<file path="config.mk">
export PLATFORM = sky130hd
export DESIGN_NAME = square_plot_sequencer
export DESIGN_NICKNAME = d
export VERILOG_FILES = /design/src/rtl/square_plot_sequencer_pkg.sv /design/src/rtl/square_plot_sequencer_counter.sv /design/src/rtl/square_plot_sequencer.sv
export SDC_FILE = /design/constraint.sdc
export NUM_CORES = 1
export LEC_CHECK = 0
export ABC_AREA = 1
export BUFFER_PORTS_ARGS = -buffer_cell sky130_fd_sc_hd__buf_2
export CAP_MARGIN = 15
export CORE_MARGIN = 1
export CORE_UTILIZATION = 56
export CTS_CLUSTER_DIAMETER = 40
export DETAILED_ROUTE_END_ITERATION = 8
export GPL_TIMING_DRIVEN = 0
export PLACE_DENSITY = 0.9
export SETUP_SLACK_MARGIN = 0.1
export SLEW_MARGIN = 20
export SYNTH_ARGS = -nofsm -noshare
export SYNTH_HDL_FRONTEND = slang
export SYNTH_HIERARCHICAL = 1
export SYNTH_SLANG_ARGS = --single-unit
</file>
<file path="constraint.sdc">
create_clock -name clk -period 4.4 [get_ports clk]
set_clock_uncertainty 0.2 [all_clocks]
set_input_delay 0.44 -clock clk [delete_from_list [all_inputs] [get_ports clk]]
set_output_delay 0.44 -clock clk [all_outputs]
set_load 0.02 [all_outputs]
</file>
<file path="src/rtl/square_plot_sequencer_pkg.sv">
// Shared definitions for the square plot sequencer: FSM encoding and screen widths.
// No logic; types and constants only.
// Imported by the sequencer top, its pixel counter and the testbench.
package square_plot_sequencer_pkg;

    typedef enum logic [1:0] {
        ST_IDLE = 2'd0,
        ST_DRAW = 2'd1,
        ST_DONE = 2'd2
    } state_t;

    localparam int X_W      = 8;
    localparam int Y_W      = 7;
    localparam int COLOUR_W = 3;

    // Drawing a square in black erases it.
    localparam logic [COLOUR_W-1:0] COLOUR_BLACK = 3'b000;

endpackage

</file>
<file path="src/rtl/square_plot_sequencer_counter.sv">
// Pixel index counter for one square: clear on request accept, +1 per accepted pixel.
// Latency: count visible one cycle after the enabling edge.
// Backpressure: holds its value whenever i_en is low.
module square_pixel_counter #(
    parameter int CNT_W = 4
) (
    input  logic             clk,
    input  logic             rst,
    input  logic             i_clr,
    input  logic             i_en,
    output logic [CNT_W-1:0] o_cnt,
    output logic             o_last
);

    logic [CNT_W-1:0] r_cnt;

    // Clear takes priority so a fresh square always starts at pixel 0.
    always_ff @(posedge clk or posedge rst) begin
        if (rst) begin
            r_cnt <= '0;
        end else if (i_clr) begin
            r_cnt <= '0;
        end else if (i_en) begin
            r_cnt <= r_cnt + 1'b1;
        end
    end

    assign o_cnt  = r_cnt;
    assign o_last = &r_cnt;

endmodule

</file>
<file path="src/rtl/square_plot_sequencer.sv">
// Walks a 2^SIDE_LOG2 square in raster order, one plot strobe per pixel toward the VGA adapter.
// Latency: first pixel the cycle after accept; done one cycle after the last pixel; ready one after done.
// Backpressure: plot outputs hold while plot_ready=0; requests are refused (req_ready=0) while busy.
module square_plot_sequencer
    import square_plot_sequencer_pkg::*;
#(
    parameter int SIDE_LOG2 = 2
) (
    input  logic                clk,
    input  logic                reset,
    input  logic                req_valid,
    output logic                req_ready,
    input  logic [X_W-1:0]      req_x,
    input  logic [Y_W-1:0]      req_y,
    input  logic [COLOUR_W-1:0] req_colour,
    output logic                plot_en,
    input  logic                plot_ready,
    output logic [X_W-1:0]      plot_x,
    output logic [Y_W-1:0]      plot_y,
    output logic [COLOUR_W-1:0] plot_colour,
    output logic                busy,
    output logic                done
);

    localparam int CNT_W = 2 * SIDE_LOG2;

    state_t                r_state;
    logic                  r_req_ready;
    logic [X_W-1:0]        r_x;
    logic [Y_W-1:0]        r_y;
    logic [COLOUR_W-1:0]   r_colour;

    logic [CNT_W-1:0]      w_cnt;
    logic                  w_last;
    logic                  w_draw;
    logic                  w_accept;
    logic                  w_xfer;
    logic [SIDE_LOG2-1:0]  w_col;
    logic [SIDE_LOG2-1:0]  w_row;

    assign w_draw   = (r_state == ST_DRAW);
    assign w_accept = r_req_ready & req_valid;
    assign w_xfer   = w_draw & plot_ready;
    assign w_col    = w_cnt[SIDE_LOG2-1:0];
    assign w_row    = w_cnt[CNT_W-1:SIDE_LOG2];

    square_pixel_counter #(
        .CNT_W (CNT_W)
    ) u_counter (
        .clk    (clk),
        .rst    (reset),
        .i_clr  (w_accept),
        .i_en   (w_xfer),
        .o_cnt  (w_cnt),
        .o_last (w_last)
    );

    // Sequencer FSM; req_ready is its own register so it stays low through reset
    // and rises on the first edge after release.
    always_ff @(posedge clk or posedge reset) begin
        if (reset) begin
            r_state     <= ST_IDLE;
            r_req_ready <= 1'b0;
            r_x         <= '0;
            r_y         <= '0;
            r_colour    <= '0;
        end else begin
            case (r_state)
                ST_IDLE: begin
                    if (w_accept) begin
                        r_x         <= req_x;
                        r_y         <= req_y;
                        r_colour    <= req_colour;
                        r_req_ready <= 1'b0;
                        r_state     <= ST_DRAW;
                    end else begin
                        r_req_ready <= 1'b1;
                    end
                end
                ST_DRAW: begin
                    if (w_xfer && w_last) begin
                        r_state <= ST_DONE;
                    end
                end
                ST_DONE: begin
                    r_req_ready <= 1'b1;
                    r_state     <= ST_IDLE;
                end
                default: begin
                    r_req_ready <= 1'b0;
                    r_state     <= ST_IDLE;
                end
            endcase
        end
    end

    // Output decode from registers only; plot bus parks at zero outside DRAW.
    always_comb begin
        req_ready   = r_req_ready;
        plot_en     = w_draw;
        busy        = (r_state == ST_DRAW) || (r_state == ST_DONE);
        done        = (r_state == ST_DONE);
        plot_x      = '0;
        plot_y      = '0;
        plot_colour = '0;
        if (w_draw) begin
            plot_x      = r_x + {{(X_W - SIDE_LOG2){1'b0}}, w_col};
            plot_y      = r_y + {{(Y_W - SIDE_LOG2){1'b0}}, w_row};
            plot_colour = r_colour;
        end
    end

endmodule

</file>
# Word-level counts from Yosys, hierarchy flattened
# Index checks and enable logic that the tools add are counted.
# classes
n_addsub	3
n_eq_ne	4
mux	10
n_bitwise	2
reduce_logical	7
# ops
op	count
adder 8 x 2 -> 8 bit	1
2-to-1 mux 4 bit	2
2-to-1 mux 8 bit	1
adder 7 x 2 -> 7 bit	1
2-to-1 mux 7 bit	1
adder 4 x 1 -> 4 bit, second input constant	1
2-to-1 mux 2 bit	2
inequality test 2 x 1 -> 1 bit, second input constant	2
one-hot mux 2 bit (2 select lines)	1
AND reduction 2 bit	2
AND reduction 4 bit	1
2-to-1 mux 3 bit	1
one-hot mux 1 bit (3 select lines)	1
AND 1 bit	2
== test 2 x 1 -> 1 bit, second input constant	1
== test 2 bit, second input constant	1
logical NOT 2 bit	1
nonzero test 2 bit	1
logical AND 1 bit	1
logical OR 1 bit	1
2-to-1 mux 1 bit	1
# word_totals
regBits	25
in_bits	22
out_inout_bits	22
wordCells	32

# Logic depth before layout (Yosys ltp)
# Gate-level depths: netlist of the first run.
# depth
word_depth	5
depth_mapped	10

# By module
# Netlist of the first run, hierarchy kept.
# by_module_without_submodules
mod	n_inst	cells_each	area_each_um2	seq_area_each_um2
square_plot_sequencer	1	185	1352.5	525.5
square_pixel_counter	1	27	215.2	100.1

# Worst setup path before layout of the first run
# Ideal clock, no wire load.
# synth_path
path_kind	reg-to-output
startpoint	register u_counter.r_cnt[0], in the netlist u_counter/o_cnt[0]
endpoint	output port plot_x[6]
arrival_time_ns	1.524
required_time_ns	3.760
setup_slack_ns	2.236
path_stages_with_launch	8
path_buffers	0
path_cell_list	dfrtp_1 > ha_1 > fa_1 > nand2_1 > nor2_2 > nand3_1 > nand2_1 > nor2_1
# synth_via
elab_chain_len	2
# synth_lines
element	line	text
from (decl)	square_plot_sequencer_counter.sv:15	logic [CNT_W-1:0] r_cnt;
from (signal assigned)	square_plot_sequencer_counter.sv:24	r_cnt <= r_cnt + 1'b1;
adder 8 x 2 -> 8 bit	square_plot_sequencer.sv:107	plot_x = r_x + {{(X_W - SIDE_LOG2){1'b0}}, w_col};
2-to-1 mux 8 bit	square_plot_sequencer.sv:106	if (w_draw) begin
to (decl)	square_plot_sequencer.sv:18	output logic [X_W-1:0] plot_x,
# Every way passes these cells.

# Worst setup path after layout of the first run
# Ends and elaborated chain as after synthesis.

==> metrics.yaml, run 1 <==
status:
  status: "complete, no violations"
clock_tree:
  cts_tree: "built"
  cts.sinks: 25
  postCtsHoldBufs: 1
  cts_resized: 0
  cts-root-buf: "clkbuf_4"
  cts_setup_buffers: 0
  insertion_delay_ps: 330
  clk_pin_slew_ps: 130
  cts_buffers: 3
  cts_buffer_depth: 2
  h-tree-depth: 1
floorplanning:
  die_width_um: 54.91
  ios: 44
  die_y_um: 54.91
  core.rowCount: 18
  core_area_um2: 2567
  die_area_um2: 3015
  initial_core_util_pct: 61.06
sta:
  whs_ps: 124.7
  fmax_ghz: 0.3841
  period_share_pct: 59.17
  setup_viol: 0
  final.setup.worst_slack_ps: 1797
  hold_violations: 0
  setup_tns_ps: 0
  slew_headroom_pct: 47.93
  slew_violations: 0
  tightest_slew_ps: 780.2
  grt_setup_unrepaired: "no"
  period_minus_slack_ps: 2603
worst_hold_path:
  hold_depth: 3
  min_path_type: "input port to register"
power_and_ir_drop:
  comb_power_share_pct: 57.7
  p_per_area_nw_per_um2: 667.9
  seqPwrFrac_pct: 33.8
  irDropWorstVdd_mv: 0.5119
  power.switching_mw: 0.6276
  clockPowerShare_pct: 8.6
  p_int_mw: 0.6133
  leakage_nw: 1.119
  power_switching_share_pct: 50.58
critical_path:
  r2r_cells: 10
  cp-end-kind: "primary output"
  cp_data_arrival_time_ps: 1960
  worstSetupPathType: "register to primary output"
  startpoint_type: "register"
  path_cells: "ha_1, fa_1, nand2_1, nor2_2, nand3_1, nand2_1, nor2_1, buf_2"
  slowest_delay_ps: 450
  crit_slowest_cell: "dfrtp_1"
  crit_fanout: 4
  cp.required_ps: 3760
  crit_path_frequent_cell: "nand2_1"
drt:
  firstDrtPassIters: 4
  vias: 1478
  drc: 0
  drt_iter0_markers: 30
  ant_nets: 0
  wl_per_cell_um: 11.14
  routed_wl_mm: 3.231
  routed_via_density: 5.097
global_routing:
  grt_first_pass_wirelength_mm: 5.319
  grt.total_usage_pct: 25.57
  antenna_found_initial: 0
  grt.overflow.total: 0
  grt_pass1_vias: 1300
  grt_max_degree: 22
placed_design:
  gp_congestion: 0.7587
  hpwl_mm: 2.513
  portBuffers: 43
  dp_cells: 285
  place_area_um2: 1821
  place_ws_ps: 2167
synthesis:
  synth_fp_nets: 245
  seq_area_frac_synth_pct: 39.90
  yosysUniqueCellTypes: 22
  synth_area_leaders: "dfrtp_1 (40%), nand2_1 (16%), nand3_1 (8.0%)"
  synth_top_area_cell: "dfrtp_1"
  synth_cells: 212
  postSynthAreaPerCell_um2: 7.395
  ys.warnings.count: 6
  netlist.area_leader.share_pct: 39.90
  netlist_area_um2: 1568
  synth_seq_cells: 25
final_layout:
  finalNonFillerCells: 290
  area_delta_synth_final_pct: 18.52
  fin_nets: 294
  fill_cells: 224
  final_cell_area_um2: 1858
  layout-drive-gt1-share_pct: 25.77
  n_antenna_cell: 0
job:
  maxCapViolCount: 0
## flip-flops by register name, indices dropped and copies added (netlist names)
name	count
req_ready	1
r_y	7
r_colour	3
u_counter/o_cnt	4
r_state	2
r_x	8
## metrics by stage
stage                     power [mW]  utilization, %
after floorplan               0.9451               -
after global placement         1.113           70.91
after detailed placement       1.138           70.91
after CTS                      1.247           72.37
after global routing           1.371           72.37
final                          1.241           72.37
## cell type report
class                           count  area [µm²]  share of cell area, %
Timing Repair Buffer               44       225.2                  12.12
Clock inverter                      1       5.005                 0.2694
Multi-Input combinational cell    154       793.3                  42.69
Inverter                           26       100.1                  5.387
Sequential cell                    25       625.6                  33.67
Buffer                              7       48.80                  2.626
Clock buffer                        3       22.52                  1.212
Tap cell                           30       37.54                  2.020
## final timing paths
kind | startpoint | slack, ps | end
max in group asynchronous | reset | 2910 | r_state[0]$_DFFE_PP0P_
min | req_colour[2] | 120 | r_colour[2]$_DFFE_PP0P_
min in group asynchronous | reset | 340 | u_counter/o_cnt[0]$_DFFE_PP0P_
max reg2reg | r_state[1]$_DFFE_PP0P_ | 2600 | u_counter/o_cnt[3]$_DFFE_PP0P_
max | u_counter/o_cnt[0]$_DFFE_PP0P_ | 1800 | plot_x[6]
min reg2reg | r_colour[2]$_DFFE_PP0P_ | 290 | r_colour[2]$_DFFE_PP0P_
## placed cells by master (no fill, tap or decap), types with 2 or more instances in the layout
| master | n |
|---|---|
| a21oi_1 | 15 |
| buf_2 | 45 |
| dfrtp_1 | 25 |
| nand3_1 | 25 |
| clkbuf_4 | 3 |
| buf_4 | 3 |
| nand2_1 | 67 |
| nand2_2 | 2 |
| fa_1 | 2 |
| ha_1 | 9 |
| nor2_1 | 19 |
| a21oi_2 | 2 |
| inv_1 | 24 |
| nor2_2 | 5 |
| o21ai_0 | 4 |
## synthesized netlist by cell type (all sizes together)
library cell  number
nor2              25
fa                 2
buf                6
nand2             70
a21oi             17
xnor2              1
o21ai              5
nand3             25
dfrtp             25
clkbuf             1
inv               26
ha                 9
## worst max-delay path: cells and delay by family (launching register included)
kind | cells | cell delay [ps]
AND/OR/NAND/NOR | 5 | 360
buffers and inverters | 1 | 160
flip-flops | 1 | 450
adder cells (fa/ha/maj) | 2 | 660
## routing by layer
layer / global-route usage, % / vias to the layer above / wire [µm]
met5: 0 / - / 0
met1: 29.38 / 672 / 1486
met2: 45.78 / 40 / 1569
met4: 12.50 / 0 / 55
li1: - / 761 / -
met3: 4.098 / 5 / 120
## cell families (layout without fill, tap and decap cells)
logic type	count (synthesis)	after routing	share of synthesized area [%]
AO/OA/AOI/OAI	22	22	7.502
XOR/XNOR	1	1	0.5588
adder cells (fa/ha/maj)	11	11	9.737
buffers and inverters	33	81	9.497
flip-flops	25	25	39.90
AND/OR/NAND/NOR	120	120	32.80
## power groups by stage
stage	Sequential, mW	Combinational [mW]	Clock (mW)
after floorplan	0.408	0.537	0
after global routing	0.431	0.820	0.120
after CTS	0.418	0.720	0.109
final	0.419	0.716	0.106
after global placement	0.417	0.696	0
after detailed placement	0.422	0.716	0
Note: power is estimated with default switching activity, not from simulation.
==> inputs of run 2 (changes only) <==
--- a/config.mk
+++ b/config.mk
@@ -9,11 +9,11 @@
 export BUFFER_PORTS_ARGS = -buffer_cell sky130_fd_sc_hd__buf_2
 export CAP_MARGIN = 15
 export CORE_MARGIN = 1
-export CORE_UTILIZATION = 56
+export CORE_UTILIZATION = 47
 export CTS_CLUSTER_DIAMETER = 40
 export DETAILED_ROUTE_END_ITERATION = 8
 export GPL_TIMING_DRIVEN = 0
-export PLACE_DENSITY = 0.9
+export PLACE_DENSITY = 0.81
 export SETUP_SLACK_MARGIN = 0.1
 export SLEW_MARGIN = 20
 export SYNTH_ARGS = -nofsm -noshare
==> constraint.sdc (replaced) <==
create_clock -name clk -period 2.2 [get_ports clk]
set_clock_uncertainty 0.2 [all_clocks]
set_input_delay 0.22 -clock clk [delete_from_list [all_inputs] [get_ports clk]]
set_output_delay 0.22 -clock clk [all_outputs]
set_load 0.02 [all_outputs]
==> run 2 against run 1 <==
Compared with the run above:
- register-to-register slack worse by 2200 ps
- first-iteration DRC count is 110% higher
- sequential power is 100% higher
- critical path depth stayed put
- final area is 18% higher
- routed wire length is 19% higher
- largest cell class unchanged
- cell count is 13% higher
- combinational power is 130% higher
- non-clock buffer count is 24 higher
- critical endpoint unchanged
- the flow now finishes with violations (setup timing)
==> metrics.yaml, run 2 (synthesized netlist as in run 1, its figures left out) <==
drt:
  drt_iter0_markers: 64
  firstDrtPassIters: 4
  ant_nets: 0
  vias: 1568
  drc: 0
  routed_via_density: 4.780
  routed_wl_mm: 3.836
  wl_per_cell_um: 11.70
global_routing:
  grt_pass1_vias: 1430
  grt.busiest_layer: "met2"
  grt_max_degree: 22
  grt_use_met1_pct: 28.73
  grt.met3_usage_pct: 1.948
  globalRouteMet2Util_pct: 37.62
  grt.total_usage_pct: 21.95
  antenna_found_initial: 0
  grt_first_pass_wirelength_mm: 5.837
  grt.overflow.total: 0
power_and_ir_drop:
  leakage_nw: 1.214
  irDropWorstVdd_mv: 0.7853
  p_per_area_nw_per_um2: 1238
  finalPower_mw: 2.706
critical_path:
  crit_slowest_cell: "dfrtp_1"
  crit_fanout: 3
  slowest_delay_ps: 410
  path_cells: "ha_2, fa_2, nand2_2, nor2_2, nand3_1, nand2_1, nor2_1, buf_4"
  r2r_end: "u_counter/o_cnt[3]$_DFFE_PP0P_"
  startpoint_type: "register"
  r2r_cells: 10
  cp-end-kind: "primary output"
  r2r_slack_ps: 410
  cp_data_arrival_time_ps: 1790
  worstSetupPathType: "register to primary output"
  reg2reg_from: "r_state[1]$_DFFE_PP0P_"
  cp.required_ps: 1780
floorplanning:
  die_width_um: 59.76
  core_area_um2: 3103
  die_y_um: 59.76
  ios: 44
  die_area_um2: 3571
  initial_core_util_pct: 50.52
  core.rowCount: 20
final_layout:
  final_cell_mix: "nand2_1 (64), buf_2 (35), inv_1 (23), nand3_1 (23), dfrtp_1 (23)"
  multi_input_area_um2: 839.6
  ff_latch_area_um2: 628.1
  fin_nets: 318
  n_antenna_cell: 0
  layout-drive-gt1-share_pct: 30.63
  final_common_cell: "nand2_1"
  largest_reg_flops: 8
  finalNonFillerCells: 328
  area_delta_synth_final_pct: 39.35
  top_register: "r_x"
  fill_cells: 279
clock_tree:
  cts_tree: "built"
  h-tree-depth: 1
  cts_buffer_depth: 2
  cts.sinks: 25
  cts-root-buf: "clkbuf_4"
  cts_buffers: 3
  clk_pin_slew_ps: 140
  insertion_delay_ps: 310
worst_hold_path:
  hp-start: "req_valid"
  min_to: "req_ready$_DFFE_PP0N_"
  hold_depth: 4
  min_path_type: "input port to register"
placed_design:
  dp_cells: 299
  place_ws_ps: 174.5
  portBuffers: 43
  hpwl_mm: 2.557
  gp_congestion: 0.8533
sta:
  fmax_ghz: 0.4526
  slew_violations: 0
  period_share_pct: 100.4
  slew_headroom_pct: 46.89
  grt_setup_unrepaired: "yes"
  final.setup.worst_slack_ps: -9.627
  whs_ps: 35.00
  period_minus_slack_ps: 2210
  hold_violations: 0
  tightest_slew_ps: 795.7
  setup_viol: 1
status:
  status: "finished, violations left"
  violations: "setup timing"
job:
  maxCapViolCount: 0
-- run 2: worst max-delay path by stage --
stage | from | end | slack, ps | cells after the start
floorplan | u_counter/o_cnt[0]$_DFFE_PP0P_ | plot_x[6] | 260 | 7
global placement | u_counter/o_cnt[0]$_DFFE_PP0P_ | plot_x[6] | 210 | 8
detailed placement | u_counter/o_cnt[0]$_DFFE_PP0P_ | plot_x[6] | 170 | 8
CTS | u_counter/o_cnt[0]$_DFFE_PP0P_ | plot_x[6] | -2 | 8
global route | u_counter/o_cnt[0]$_DFFE_PP0P_ | plot_x[6] | -70 | 8
finish | u_counter/o_cnt[0]$_DFFE_PP0P_ | plot_x[6] | -10 | 8
-- run 2: layout make-up --
| class | count | area share [%] |
|---|---|---|
| Tap cell | 44 | 2.520 |
| Inverter | 26 | 4.582 |
| Multi-Input combinational cell | 154 | 38.43 |
| Sequential cell | 25 | 28.75 |
| Clock buffer | 4 | 1.203 |
| Buffer | 7 | 2.635 |
| Timing Repair Buffer | 68 | 21.88 |
-- run 2: repair_timing --
item,CTS,global route
buffers inserted,4,2
endpoints found under the hold margin,43,0
resized for setup,15,14
pin swaps,3,5
setup endpoints to repair,11,18
hold buffers,19,0
-- run 2: worst max-delay path, delay by kind of cell (launching register included) --
family | cells | cell delay [ps]
simple gates | 5 | 370
fa+ha+maj | 2 | 560
buf+inv | 1 | 150
flops | 1 | 410
-- run 2: power breakdown --
group	leakage [nW]	switching (mW)	internal [mW]
Combinational	0.894	0.996	0.657
Sequential	0.305	0.190	0.658
Clock	0.0150	0.133	0.0707
-- run 2: per-layer routing --
layer  up-vias  routed length [µm]
met1       717                1751
met5         -                   0
li1        807                   -
met3         4                 112
met2        40                1938
met4         0                  34
-- run 2: metrics by stage --
step | utilization [%] | cell area, µm² | setup TNS (ps)
4_1_cts | 68.51 | 2126 | -1.686
2_1_floorplan | - | 1568 | 0
3_3_place_gp | 59.23 | 1838 | 0
3_5_place_dp | 59.23 | 1838 | 0
5_1_grt | 70.40 | 2185 | -238.7
6_report | 70.40 | 2185 | -9.627
==> inputs of run 3 (changes only) <==
--- a/config.mk
+++ b/config.mk
@@ -8,6 +8,7 @@
 export ABC_AREA = 1
 export BUFFER_PORTS_ARGS = -buffer_cell sky130_fd_sc_hd__buf_2
 export CAP_MARGIN = 15
+export CORE_ASPECT_RATIO = 0.75
 export CORE_MARGIN = 1
 export CORE_UTILIZATION = 47
 export CTS_CLUSTER_DIAMETER = 40
==> run 3 against run 2 <==
Compared with the run above:
- the run now ends clean
- final area is 3.9% lower
- die area barely moved
- register-to-register slack lost 40 ps
==> metrics.yaml, run 3 (synthesized netlist as in run 1, its figures left out) <==
placed_design:
  portBuffers: 43
  place_area_um2: 1831
  place_ws_ps: 161.6
  gp_congestion: 0.7845
  dp_cells: 293
  hpwl_mm: 2.768
floorplanning:
  core_area_um2: 3063
  ios: 44
  die_width_um: 68.69
  initial_core_util_pct: 51.18
  core.rowCount: 17
  die_area_um2: 3573
  die_y_um: 52.02
final_layout:
  final_cell_mix: "nand2_1 (64), buf_2 (33), nand3_1 (24), inv_1 (23), dfrtp_1 (23)"
  final_common_cell: "nand2_1"
  final_util_pct: 68.55
  area_delta_synth_final_pct: 33.92
  fin_nets: 310
  n_antenna_cell: 0
  top_register: "r_x"
  finalNonFillerCells: 314
  layout-drive-gt1-share_pct: 30.80
  final_cell_area_um2: 2100
  fill_cells: 271
  largest_reg_flops: 8
power_and_ir_drop:
  p_int_mw: 1.439
  irDropWorstVdd_mv: 0.7751
  power_switching_share_pct: 47.95
  p_per_area_nw_per_um2: 1317
  leakage_nw: 1.188
  comb_power_share_pct: 59.8
  power.switching_mw: 1.325
  seqPwrFrac_pct: 30.7
  clockPowerShare_pct: 9.5
sta:
  grt_setup_unrepaired: "yes"
  setup_viol: 0
  tightest_slew_ps: 767.6
  hold_violations: 0
  period_minus_slack_ps: 2159
  period_share_pct: 98.12
  final.setup.worst_slack_ps: 41.28
  fmax_ghz: 0.4632
  slew_headroom_pct: 48.77
  whs_ps: 2.350
  slew_violations: 0
drt:
  wl_per_cell_um: 12.23
  ant_nets: 0
  drt_iter0_markers: 49
  drc: 0
  routed_via_density: 5.010
  routed_wl_mm: 3.839
  firstDrtPassIters: 4
  vias: 1573
global_routing:
  grt.met3_usage_pct: 4.605
  grt.overflow.total: 0
  grt_first_pass_wirelength_mm: 6.265
  grt.total_usage_pct: 24.04
  grt_use_met1_pct: 31.53
  grt_max_degree: 22
  grt.busiest_layer: "met2"
  globalRouteMet2Util_pct: 41.18
  grt_pass1_vias: 1454
  antenna_found_initial: 0
clock_tree:
  cts_buffers: 3
  clk_pin_slew_ps: 80
  insertion_delay_ps: 260
  cts_tree: "built"
  cts-root-buf: "clkbuf_8"
  cts.sinks: 25
  h-tree-depth: 1
  cts_buffer_depth: 2
job:
  maxCapViolCount: 0
worst_hold_path:
  hp-start: "req_y[5]"
  min_path_type: "input port to register"
critical_path:
  worstSetupPathType: "register to primary output"
  crit_fanout: 3
  crit_start: "r_x[0]$_DFFE_PP0P_"
  reg2reg_from: "r_state[1]$_DFFE_PP0P_"
  cp-end-kind: "primary output"
  startpoint_type: "register"
  cp.required_ps: 1780
  cp_data_arrival_time_ps: 1740
status:
  status: "complete, no violations"
-- run 3: changes by cell type in the layout (fill, tap and decap cells not counted), sizes merged --
cell | before | now
buf | 55 | 54
clkbuf | 5 | 6
dlygate4sd3 | 19 | 11
-- run 3: what timing repair did --
| item | 4_1_cts | 5_1_grt |
|---|---|---|
| pin swaps | 3 | 2 |
| hold endpoints to repair | 35 | 0 |
| setup endpoints to repair | 6 | 12 |
| setup buffers | 3 | 3 |
| hold buffers | 11 | 0 |
| gates resized for setup | 10 | 18 |
-- run 3: worst max-delay path, cell delays in order (launching register included) --
cell and delay (ps):
dfrtp_1 390, ha_2 210, fa_2 360, nand2_2 80, nor2_2 50, nand3_1 60, nand2_1 50, nor2_1 110
buf_4 160
-- run 3: final cells by class --
cell class              instances  area [µm²]  area share [%]
inverters                      26       100.1           4.768
well taps                      38       47.55           2.265
multi-input cells             154       822.0           39.15
repair buffers                 60       399.1           19.01
clock buffers                   4       45.04           2.145
plain buffers                   7       57.56           2.741
flip-flops and latches         25       628.1           29.92
-- run 3: worst paths after layout --
| path | end | slack [ps] | depth (start not counted) |
|---|---|---|---|
| setup / recovery | plot_x[6] | 40 | 8 |
| max in group asynchronous | r_x[6]$_DFFE_PP0P_ | 870 | 3 |
| hold / removal | r_y[5]$_DFFE_PP0P_ | 2 | 3 |
| min in group asynchronous | u_counter/o_cnt[2]$_DFFE_PP0P_ | 200 | 3 |
| setup reg to reg | u_counter/o_cnt[3]$_DFFE_PP0P_ | 370 | 10 |
| hold reg to reg | r_colour[1]$_DFFE_PP0P_ | 280 | 2 |
-- run 3: routing by layer --
layer | up-vias | routed length (µm)
met5 | - | 0
met4 | 0 | 20
met3 | 4 | 213
met2 | 53 | 1853
met1 | 721 | 1752
li1 | 795 | -
-- run 3: power groups by stage --
stage	Clock [mW]	Sequential (mW)	Combinational, mW
2_1_floorplan	0	0.816	1.07
3_3_place_gp	0	0.839	1.41
3_5_place_dp	0	0.850	1.46
4_1_cts	0.265	0.839	1.55
5_1_grt	0.292	0.875	1.85
6_report	0.262	0.849	1.65
-- run 3: stage by stage --
stage | power [mW] | setup TNS, ps
finish | 2.764 | 0
global route | 3.017 | -35.87
CTS | 2.651 | 0
detailed placement | 2.312 | 0
global placement | 2.251 | 0
floorplan | 1.890 | 0
